--- config.mk ---
export PLATFORM = sky130hd
export DESIGN_NAME = regfile_scan_ctrl
export DESIGN_NICKNAME = d
export VERILOG_FILES = /design/src/rtl/regfile_pkg.sv /design/src/rtl/regfile_scan_ctrl.sv
export SDC_FILE = /design/constraint.sdc
export NUM_CORES = 1
export LEC_CHECK = 0
export CORE_MARGIN = 2
export CORE_UTILIZATION = 35
export DETAILED_ROUTE_END_ITERATION = 8
export PLACE_DENSITY = 0.81
export SLEW_MARGIN = 20
export SYNTH_ARGS = -nofsm -noshare
export SYNTH_HDL_FRONTEND = slang
export SYNTH_SLANG_ARGS = --single-unit
--- constraint.sdc ---
create_clock -name clock -period 2.1 [get_ports clock]
set_clock_uncertainty 0.1 [all_clocks]
set_input_delay 0.315 -clock clock [delete_from_list [all_inputs] [get_ports clock]]
set_output_delay 0.315 -clock clock [all_outputs]
set_load 0.05 [all_outputs]
--- src/rtl/regfile_pkg.sv ---
// Shared sizing constants and scan FSM state encoding for the register-file scan controller.
package regfile_pkg;
    localparam int REG_COUNT = 32;
    localparam int DATA_W    = 32;
    localparam int ADDR_W    = 5;

    typedef enum logic [1:0] {
        ST_IDLE,
        ST_READ,
        ST_HOLD,
        ST_FIN
    } scan_state_e;
endpackage

--- src/rtl/regfile_scan_ctrl.sv ---
// Register-file scan controller: borrows the regfile ports from the processor to stream
// every register out over a valid/ready scan interface, stalling processor writeback meanwhile.
//
// state   | meaning
// --------+-------------------------------------------------------------
// ST_IDLE | processor owns the regfile ports; wait for start
// ST_READ | drive index on read port A, capture data into scan_*
// ST_HOLD | scan beat valid; wait for scan_ready, then advance or finish
// ST_FIN  | one-cycle done pulse, then release ports back to processor
module regfile_scan_ctrl
    import regfile_pkg::*;
#(
    parameter int REG_COUNT = regfile_pkg::REG_COUNT,
    parameter int DATA_W    = regfile_pkg::DATA_W
) (
    input  logic              clock,
    input  logic              reset,
    input  logic              start,
    input  logic              p_writeEnable,
    input  logic [ADDR_W-1:0] p_writeReg,
    input  logic [DATA_W-1:0] p_data_writeReg,
    input  logic [ADDR_W-1:0] p_readRegA,
    input  logic [DATA_W-1:0] rf_data_readRegA,
    output logic              rf_writeEnable,
    output logic [ADDR_W-1:0] rf_writeReg,
    output logic [DATA_W-1:0] rf_data_writeReg,
    output logic [ADDR_W-1:0] rf_readRegA,
    output logic              p_stall,
    output logic              scan_valid,
    input  logic              scan_ready,
    output logic [ADDR_W-1:0] scan_reg,
    output logic [DATA_W-1:0] scan_data,
    output logic              busy,
    output logic              done
);

    scan_state_e       state, state_nxt;
    logic [ADDR_W-1:0] idx;
    logic              last;

    assign last = (idx == ADDR_W'(REG_COUNT - 1));

    always_ff @(posedge clock or posedge reset) begin
        if (reset) begin
            state <= ST_IDLE;
        end else begin
            state <= state_nxt;
        end
    end

    // Index and captured beat; the index saturates at the last register instead of wrapping.
    always_ff @(posedge clock or posedge reset) begin
        if (reset) begin
            idx        <= '0;
            scan_valid <= 1'b0;
            scan_reg   <= '0;
            scan_data  <= '0;
        end else begin
            case (state)
                ST_IDLE: begin
                    if (start) idx <= '0;
                end
                ST_READ: begin
                    scan_valid <= 1'b1;
                    scan_reg   <= idx;
                    scan_data  <= rf_data_readRegA;
                end
                ST_HOLD: begin
                    if (scan_ready) begin
                        scan_valid <= 1'b0;
                        if (!last) idx <= idx + ADDR_W'(1);
                    end
                end
                default: ;
            endcase
        end
    end

    always_comb begin
        state_nxt        = state;
        busy             = 1'b1;
        p_stall          = 1'b1;
        done             = 1'b0;
        rf_writeEnable   = 1'b0;
        rf_writeReg      = p_writeReg;
        rf_data_writeReg = p_data_writeReg;
        rf_readRegA      = idx;
        case (state)
            ST_IDLE: begin
                busy           = 1'b0;
                p_stall        = 1'b0;
                rf_writeEnable = p_writeEnable;
                rf_readRegA    = p_readRegA;
                if (start) state_nxt = ST_READ;
            end
            ST_READ: state_nxt = ST_HOLD;
            ST_HOLD: begin
                if (scan_ready) state_nxt = last ? ST_FIN : ST_READ;
            end
            ST_FIN: begin
                done      = 1'b1;
                state_nxt = ST_IDLE;
            end
            default: state_nxt = ST_IDLE;
        endcase
    end

endmodule

==> flow_summary_export.csv, run 1 <==
group,metric,value,unit
global_routing,grt_start_max_net_pins,27,
cells_and_area,largest_reg_flops,32,
detailed_routing,dr.pass1.iters,4,
placed_design,io_buffers,88,
power,p_per_area,1887,nW/um2
synthesis,synth_edf_count,0,
clock_network,cts_buffers,5,
sta,fmax,496.0,MHz
setup_path,critPathMaxFanout,7,
setup_path,cp_top_family,"simple AND/OR/NAND/NOR gates",
placed_design,place_area,2945,um2
cells_and_area,final_nets,306,
setup_path,start_kind,"flip-flop",
cells_and_area,area_growth,35.51,%
setup_path,rrSetupSlack,0.08,ns
setup_path,slowest_delay,0.53,ns
power,p_leak,1.354,nW
detailed_routing,antenna_left,0,
setup_path,crit_buf_inv,0,
clock_network,cts_setup_buffers,0,
synthesis,yosysSeqAreaShare,49.78,%
placed_design,gp_congestion,0.7739,
placed_design,dpl.hpwl,3213,um
global_routing,grt_pass1_vias,1496,
synthesis,synth_warnings,0,
sta,hold_viol,0,
clock_network,cts_buffer_depth,2,
sta,maxSlewViolCount,0,
setup_path,timing.rr.start,"idx[0]$_DFFE_PP0P_",
detailed_routing,routed_via_density,4.733,
placed_design,placed_cells,295,
synthesis,synth.distinct_cells,25,
synthesis,async_reset_ff_share,100.0,%
sta,setup_violations,0,
detailed_routing,route.detailed.drc,0,
hold_path,worst_hold_path_type,"input port to async pin",
run,cap_violations,0,
power,peakVddDrop,0.0008892,V
floorplan,initial_core_util,35.83,%
detailed_routing,drt_wl_total,4464,um
clock_network,tritoncts,"yes",
setup_path,endpoint_kind,"flip-flop",
synthesis,yosys-top-cells-count,"dfrtp_1 (45), buf_4 (39), mux2_2 (24), mux2_4 (19), a22o_1 (5)",
synthesis,synth_top_cell_area_share,49.78,%
setup_path,crit_chain,"ha_1, and3_1, ha_1, nand2b_2, or4b_1, nand3_1",
global_routing,grt_overflow,0,
global_routing,antenna_found_initial,0,
synthesis,synth-seq-cells,45,
sta,max-slew-margin-rel,65.07,%
sta,worstMarginPinSlew,0.5224,ns
setup_path,cp.depth,6,
synthesis,avgSynthCellArea,13.63,um2
clock_network,ctsResizeCount,0,
clock_network,cts.sinks,45,
cells_and_area,drive_gt1_share,30.97,%
floorplan,rows,29,
synthesis,synth_flop_cell,"dfrtp_1",
floorplan,chipHeight,84.40,um
cells_and_area,fin_cells,303,
setup_path,worstPathArrival,2.15,ns
detailed_routing,drtIter0Drc,33,
clock_network,clk_latency,0.29,ns
sta,worst_hold_slack,0.2329,ns
cells_and_area,ff_latch_area,1127,um2
clock_network,path_clk_slew,0.09,ns
floorplan,die-area,7123,um2
synthesis,synthesis.instances,166,
global_routing,grt_pass1_wl,7389,um
cells_and_area,nFillCells,569,
synthesis,yosysMostFrequentCell,"dfrtp_1",
detailed_routing,avgRoutedWirePerCell,14.73,um
cells_and_area,multiInputGateArea,778.2,um2
synthesis,synth_area,2262,um2
cells_and_area,antenna_cells,0,
synthesis,synth_area_leader_cell,"dfrtp_1",
setup_path,crit_type,"flip-flop to flip-flop",
setup_path,r2r_end,"idx[3]$_DFFE_PP0P_",
run_status,run_status,"finished, final reports clean",
cells_and_area,fin_area,3065,um2
setup_path,crit_path_top_delay_cell,"or4b_1",
global_routing,grt_usage,12.77,%
sta,fin_crit,2.016,ns
sta,setup_tns,0,ns
synthesis,synth_area_leaders,"dfrtp_1 (50%), buf_4 (13%), mux2_4 (13%)",
floorplan,core,6314,um2
setup_path,reg2reg_depth,6,
floorplan,die_w,84.40,um
synthesis,mappedNetlistNets,247,
clock_network,htreeDepth,2,
clock_network,cts_root_buf,"clkbuf_8",
detailed_routing,route.vias.total,1434,
clock_network,ctsHoldBuffers,0,
setup_path,crit_top_cell,"ha_1",
sta,finalCritPeriodShare,96.01,%
floorplan,ios,163,
setup_path,required,2.24,ns
## worst reg2reg max path, cell delays in order (launching register included)
cell,delay [ns]
dfrtp_1,0.39
ha_1,0.23
and3_1,0.19
ha_1,0.19
nand2b_2,0.24
or4b_1,0.53
nand3_1,0.10
## layout make-up
type                            count  area share (%)
Clock buffer                        7           2.816
Clock inverter                      1          0.9796
Inverter                            3          0.3673
Multi-Input combinational cell     75           25.39
Sequential cell                    45           36.78
Tap cell                           77           3.143
Timing Repair Buffer               95           30.53
## power by group
part	internal [mW]	switching, mW	total [mW]
Sequential	1.26	0.213	1.47
Clock	0.388	0.285	0.673
Combinational	1.48	2.16	3.64
## per-layer routing
| layer | part of all wire, % | vias up | GRT usage [%] | wire length, um |
|---|---|---|---|---|
| li1 | - | 646 | - | - |
| met1 | 42 | 687 | 15.30 | 1857 |
| met2 | 45 | 86 | 20.27 | 2017 |
| met3 | 11 | 15 | 5.605 | 501 |
| met4 | 1.9 | 0 | 5.051 | 87 |
| met5 | 0 | - | 0 | 0 |
## layout by cell type (no fill, tap or decap)
cell / count
clkdlybuf4s50_1: 79
dfrtp_1: 44
mux2_2: 24
mux2_4: 19
buf_4: 14
clkbuf_8: 6
a22o_1: 5
nand2_1: 4
a21oi_1: 4
o21ai_0: 2
nand3_1: 2
inv_1: 2
and2_1: 2
ha_1: 2
buf_12: 2
nor2b_4: 1
nand2b_1: 1
nor3b_1: 1
nand2b_2: 1
o21bai_1: 1
o211ai_1: 1
and2b_1: 1
or4b_1: 1
nor2_1: 1
and3_1: 1
inv_2: 1
a21o_1: 1
bufinv_16: 1
clkbuf_1: 1
dfrtp_2: 1
## through the flow
| step | util (%) | setup WS, ns | total power, mW |
|---|---|---|---|
| 6_report | 48.55 | 0.08384 | 5.784 |
| 5_1_grt | 48.55 | -0.01218 | 6.069 |
| 4_1_cts | 48.49 | 0.06990 | 5.850 |
| 3_5_place_dp | 46.65 | 0.09332 | 5.147 |
| 3_3_place_gp | 46.65 | 0.1622 | 5.102 |
| 2_1_floorplan | - | 0.1635 | 4.279 |
## worst max-delay path by stage
stage                     slack, ns                from                  to
after floorplan                0.16  idx[0]$_DFFE_PP0P_  idx[3]$_DFFE_PP0P_
after global placement         0.16  idx[0]$_DFFE_PP0P_  idx[3]$_DFFE_PP0P_
after detailed placement       0.09  idx[0]$_DFFE_PP0P_  idx[3]$_DFFE_PP0P_
after CTS                      0.07  idx[0]$_DFFE_PP0P_  idx[3]$_DFFE_PP0P_
after global routing          -0.01  idx[0]$_DFFE_PP0P_  idx[3]$_DFFE_PP0P_
final                          0.08  idx[0]$_DFFE_PP0P_  idx[3]$_DFFE_PP0P_
## logic make-up after synthesis
group	Yosys count	share of synthesized area [%]
buffers and inverters	46	15.93
DFF	45	49.78
muxes	43	24.56
and+or+nand+nor	16	4.369
AOI/OAI and AO/OA	14	4.259
adders and majority gates	2	1.106
No activity file was read; power rests on OpenSTA's default activity.
==> inputs of run 2 (changes only) <==
--- a/constraint.sdc
+++ b/constraint.sdc
@@ -4,2 +4,2 @@
 set_output_delay 0.315 -clock clock [all_outputs]
-set_load 0.05 [all_outputs]
+set_load 0.01 [all_outputs]
==> run 2 against run 1 <==
  * Clock-buffer cell count did not move
  * Worst hold slack worse by 0.051 ns
  * Sequential share of layout area shrank 0.13 points
  * Cell count rose by 0.99%
  * Global-route usage is 0.15 points lower
  * Setup slack improved by 0.017 ns
  * Final area rose by 0.24%
  * Die area did not move
  * Sequential power barely moved
==> flow_summary_export.csv, run 2 (synthesized netlist as in run 1, its figures left out) <==
group,metric,value,unit
floorplan,initial_core_util,35.83,%
placed_design,dpl.hpwl,3245,um
power,combPwrFrac,53.3,%
clock_network,cts_buffer_depth,2,
setup_path,start_kind,"flip-flop",
hold_path,worst_hold_path_type,"input port to async pin",
placed_design,gp_congestion,0.7760,
global_routing,grt_usage,12.62,%
setup_path,endpoint_kind,"output port",
setup_path,slowest_delay,0.52,ns
clock_network,cts_buffers,5,
global_routing,antenna_found_initial,0,
detailed_routing,drtIter0Drc,25,
power,switching_share,30.32,%
detailed_routing,routed_via_density,4.601,
power,pwr-share-clk,13.1,%
placed_design,io_buffers,88,
setup_path,crit_chain,"nor2_1, buf_4, and2_1, clkdlybuf4s50_1",
clock_network,cts.sinks,45,
sta,worstMarginPinSlew,0.4368,ns
cells_and_area,fin_cells,306,
power,p_seq_share,33.5,%
setup_path,required,1.68,ns
power,intPower,3.038,mW
setup_path,reg2reg_depth,6,
setup_path,crit_path_top_delay_cell,"clkdlybuf4s50_1",
sta,finalCritPeriodShare,95.20,%
sta,fin_crit,1.999,ns
global_routing,grt_pass1_wl,7258,um
setup_path,crit_type,"flip-flop to output port",
run,cap_violations,0,
sta,max-slew-margin-rel,70.82,%
cells_and_area,final_nets,309,
setup_path,worstPathArrival,1.58,ns
power,p_per_area,1419,nW/um2
global_routing,grt_overflow,0,
global_routing,grt_start_max_net_pins,22,
power,p_leak,1.366,nW
cells_and_area,final_cell_mix,"clkdlybuf4s50_1 (83), dfrtp_1 (45), mux2_2 (24), mux2_4 (19), buf_4 (9)",
floorplan,chipHeight,84.40,um
sta,rsz0062_at_grt,"false",
power,switchingPower,1.322,mW
detailed_routing,route.vias.total,1408,
floorplan,ios,163,
sta,fmax,500.2,MHz
clock_network,cts_setup_buffers,0,
sta,worst_hold_slack,0.1822,ns
clock_network,htreeDepth,2,
clock_network,tritoncts,"yes",
clock_network,path_clk_slew,0.08,ns
cells_and_area,layout_commonest_cell,"clkdlybuf4s50_1",
detailed_routing,dr.pass1.iters,3,
detailed_routing,antenna_left,0,
clock_network,cts_root_buf,"clkbuf_8",
cells_and_area,largest_reg_flops,32,
power,peakVddDrop,0.0006271,V
cells_and_area,nFillCells,575,
sta,hold_viol,0,
placed_design,placed_cells,298,
sta,setup_violations,0,
cells_and_area,multiInputGateArea,775.7,um2
detailed_routing,avgRoutedWirePerCell,14.26,um
setup_path,critPathMaxFanout,7,
run_status,run_status,"finished, final reports clean",
cells_and_area,antenna_cells,0,
detailed_routing,drt_wl_total,4363,um
floorplan,die_w,84.40,um
floorplan,rows,29,
floorplan,core,6314,um2
cells_and_area,area_growth,35.84,%
global_routing,grt_pass1_vias,1511,
sta,setup_tns,0,ns
detailed_routing,route.detailed.drc,0,
floorplan,die-area,7123,um2
cells_and_area,drive_gt1_share,27.51,%
cells_and_area,ff_latch_area,1126,um2
sta,maxSlewViolCount,0,
clock_network,clk_latency,0.29,ns
[run 2: repair_timing]
| action | CTS | global route |
|---|---|---|
| endpoints found under the setup margin | 5 | 0 |
| gates resized for setup | 5 | 0 |
| hold buffers | 0 | 0 |
[run 2: worst max-delay path, delay by kind of cell (launching register included)]
family                 cells  cell delay, ns
buffers and inverters      2            0.69
DFF                        1            0.38
and+or+nand+nor            2            0.23
[run 2: layout make-up]
| type | instances | share of cell area (%) |
|---|---|---|
| inverter | 3 | 0.3664 |
| clock inverter | 1 | 0.1629 |
| multi-input combinational | 75 | 25.24 |
| sequential | 45 | 36.64 |
| clock buffer | 7 | 3.135 |
| tap | 77 | 3.135 |
| timing repair buffer | 98 | 31.31 |
[run 2: power groups by stage]
stage               registers (mW)  clock network [mW]  logic, mW
global placement              1.46                   0       2.35
CTS                           1.47               0.603       2.36
finish                        1.46               0.573       2.32
floorplan                     1.66                   0       1.19
detailed placement            1.48                   0       2.37
global route                  1.53               0.642       2.49
[run 2: routing by layer]
layer,wire [um],part of all wire (%),vias up,track usage [%]
li1,-,-,653,-
met1,1846,42,665,16.10
met2,1948,45,79,18.98
met3,499,11,11,5.703
met4,68,1.6,0,4.618
met5,0,0,-,0
[run 2: worst paths after layout]
check	endpoint	slack, ns	start
worst max-delay path	rf_writeEnable	0.10	state[0]$_DFFE_PP0P_
max in group asynchronous	scan_data[18]$_DFFE_PP0P_	1.24	reset
min in group clock	scan_data[15]$_DFFE_PP0P_	0.41	scan_data[15]$_DFFE_PP0P_
worst max register to register	idx[3]$_DFFE_PP0P_	0.12	idx[0]$_DFFE_PP0P_
worst min register to register	scan_data[15]$_DFFE_PP0P_	0.41	scan_data[15]$_DFFE_PP0P_
worst min-delay path	scan_data[22]$_DFFE_PP0P_	0.18	reset
[run 2: stage by stage]
step | cell area [um2] | power (mW) | setup slack [ns] | utilization, %
after global placement | 2978 | 3.809 | 0.1756 | 47.17
after CTS | 3073 | 4.431 | 0.09116 | 48.67
after detailed placement | 2978 | 3.859 | 0.1435 | 47.17
after floorplan | 2262 | 2.850 | 0.1635 | -
final | 3073 | 4.360 | 0.1008 | 48.67
after global routing | 3073 | 4.653 | 0.001889 | 48.67
==> inputs of run 3 (changes only) <==
Settings changed: SKIP_CTS_REPAIR_TIMING set to 1.
Clock period 2.1 ns to 1.96 ns, I/O delays scaled along.
==> run 3 against run 2 <==
  * Critical path type is now flip-flop to flip-flop
  * First-iteration DRC count decreased by 56%
  * Cell count increased by 0.33%
  * Clock power decreased by 11%
  * Sequential cell count unchanged
  * Non-clock buffer count increased by 3
  * Wire length increased by 4.5%
  * Worst hold slack about the same
  * Critical path depth increased by 2
  * Final area increased by 1.6%
  * Sequential power increased by 8%
  * Critical endpoint is now idx[3]$_DFFE_PP0P_
==> flow_summary_export.csv, run 3 (synthesized netlist as in run 1, its figures left out) <==
group,metric,value,unit
setup_path,crit_type,"flip-flop to flip-flop",
floorplan,die-area,7123,um2
cells_and_area,area_growth,38.00,%
cells_and_area,largest_reg_flops,32,
global_routing,grt_overflow,0,
sta,setup_tns,0,ns
cells_and_area,utilization,49.45,%
cells_and_area,nFillCells,570,
setup_path,r2r_end,"idx[3]$_DFFE_PP0P_",
sta,setup_violations,0,
floorplan,initial_core_util,35.83,%
detailed_routing,drt_wl_total,4559,um
hold_path,worst_hold_path_type,"input port to async pin",
global_routing,grt_start_max_net_pins,22,
detailed_routing,routed_via_density,4.678,
cells_and_area,drive_gt1_share,29.57,%
cells_and_area,final_cell_mix,"clkdlybuf4s50_1 (81), dfrtp_1 (45), mux2_2 (24), mux2_4 (19), buf_4 (11)",
setup_path,required,2.08,ns
clock_network,cts_root_buf,"clkbuf_8",
sta,rsz0062_at_grt,"false",
placed_design,io_buffers,88,
detailed_routing,dr.pass1.iters,4,
clock_network,cts.sinks,45,
clock_network,cts_buffer_depth,2,
setup_path,start_kind,"flip-flop",
sta,worstMarginPinSlew,0.4737,ns
cells_and_area,ff_latch_area,1126,um2
setup_path,worstPathArrival,2.01,ns
sta,hold_viol,0,
sta,max-slew-margin-rel,68.36,%
floorplan,rows,29,
setup_path,rrSetupSlack,0.07,ns
clock_network,cts_buffers,5,
cells_and_area,multiInputGateArea,793.3,um2
placed_design,gp_congestion,0.8271,
setup_path,timing.rr.start,"idx[0]$_DFFE_PP0P_",
floorplan,core,6314,um2
sta,fmax,530.1,MHz
clock_network,tritoncts,"yes",
power,p_leak,1.453,nW
power,peakVddDrop,0.0007517,V
detailed_routing,avgRoutedWirePerCell,14.85,um
floorplan,chipHeight,84.40,um
run_status,run_status,"finished, final reports clean",
run,cap_violations,0,
sta,maxSlewViolCount,0,
power,p_per_area,1492,nW/um2
setup_path,cp_top_family,"simple AND/OR/NAND/NOR gates",
cells_and_area,fin_cells,307,
floorplan,die_w,84.40,um
setup_path,crit_path_top_delay_cell,"or4b_1",
detailed_routing,route.vias.total,1436,
setup_path,crit_buf_inv,0,
global_routing,grt_pass1_wl,7679,um
setup_path,reg2reg_depth,6,
detailed_routing,drtIter0Drc,11,
global_routing,antenna_found_initial,0,
setup_path,slowest_delay,0.50,ns
placed_design,dpl.hpwl,3399,um
cells_and_area,antenna_cells,0,
global_routing,grt_pass1_vias,1595,
setup_path,critPathMaxFanout,7,
sta,fin_crit,1.886,ns
cells_and_area,final_nets,312,
detailed_routing,antenna_left,0,
clock_network,htreeDepth,2,
setup_path,endpoint_kind,"flip-flop",
floorplan,ios,163,
clock_network,path_clk_slew,0.07,ns
setup_path,crit_chain,"ha_2, and3_1, ha_2, nand2b_4, or4b_1, nand3_1",
clock_network,clk_latency,0.28,ns
detailed_routing,route.detailed.drc,0,
sta,finalCritPeriodShare,96.24,%
cells_and_area,layout_commonest_cell,"clkdlybuf4s50_1",
placed_design,placed_cells,300,
setup_path,crit_top_cell,"ha_2",
global_routing,grt_usage,13.25,%
[run 3: cell count changes in the layout (fill, tap and decap cells not counted)]
cell	delta
clkdlybuf4s50_1	-2
buf_12	+1
buf_4	+2
ha_2	+2
ha_1	-2
dlygate4sd2_1	-5
nor3b_2	+1
clkbuf_8	-2
nand2b_4	+1
dlymetal6s2s_1	+7
nor3b_1	-1
nand2b_1	-1
[run 3: per-stage QoR]
stage	power, mW	hold slack, ns	area, um2	worst slack [ns]
final	4.657	0.1820	3122	0.07365
after floorplan	3.054	0.3418	2262	0.02349
after global placement	4.125	0.3893	3005	0.03153
after CTS	4.717	0.1881	3079	-0.2361
after detailed placement	4.175	0.3912	3005	-0.04129
after global routing	4.976	0.2157	3122	0.01345
[run 3: routing by layer]
layer,track usage (%),vias to the layer above,routed length (um)
met5,0,-,0
met2,19.84,85,2042
met1,16.45,682,1912
met3,5.408,17,478
met4,6.926,0,125
li1,-,652,-
[run 3: worst register-to-register path: cells and delay by family (launching register included)]
kind	cells	cell delay, ns
adders and majority gates	2	0.38
DFF	1	0.39
and+or+nand+nor	4	0.95
[run 3: how the worst max path moves through the flow]
stage / from / to / slack, ns / depth (start not counted)
floorplan: idx[0]$_DFFE_PP0P_ / idx[3]$_DFFE_PP0P_ / 0.02 / 6
global placement: idx[0]$_DFFE_PP0P_ / idx[3]$_DFFE_PP0P_ / 0.03 / 6
detailed placement: idx[0]$_DFFE_PP0P_ / idx[3]$_DFFE_PP0P_ / -0.04 / 6
CTS: state[0]$_DFFE_PP0P_ / rf_readRegA[4] / -0.24 / 4
global route: idx[0]$_DFFE_PP0P_ / idx[3]$_DFFE_PP0P_ / 0.01 / 6
finish: idx[0]$_DFFE_PP0P_ / idx[3]$_DFFE_PP0P_ / 0.07 / 6
[run 3: report_power, final]
part           switching [mW]  leakage (nW)  internal (mW)  total (mW)
sequential              0.217         0.550           1.35        1.57
combinational           0.928         0.863           1.65        2.58
clock                   0.274        0.0399          0.235       0.509
total                    1.42          1.45           3.24        4.66
[run 3: cell type report]
| type | count | area share [%] |
|---|---|---|
| tap | 77 | 3.086 |
| sequential | 45 | 36.07 |
| multi-input combinational | 75 | 25.41 |
| inverter | 3 | 0.3607 |
| timing repair buffer | 101 | 32.71 |
| clock buffer | 5 | 2.204 |
| clock inverter | 1 | 0.1603 |
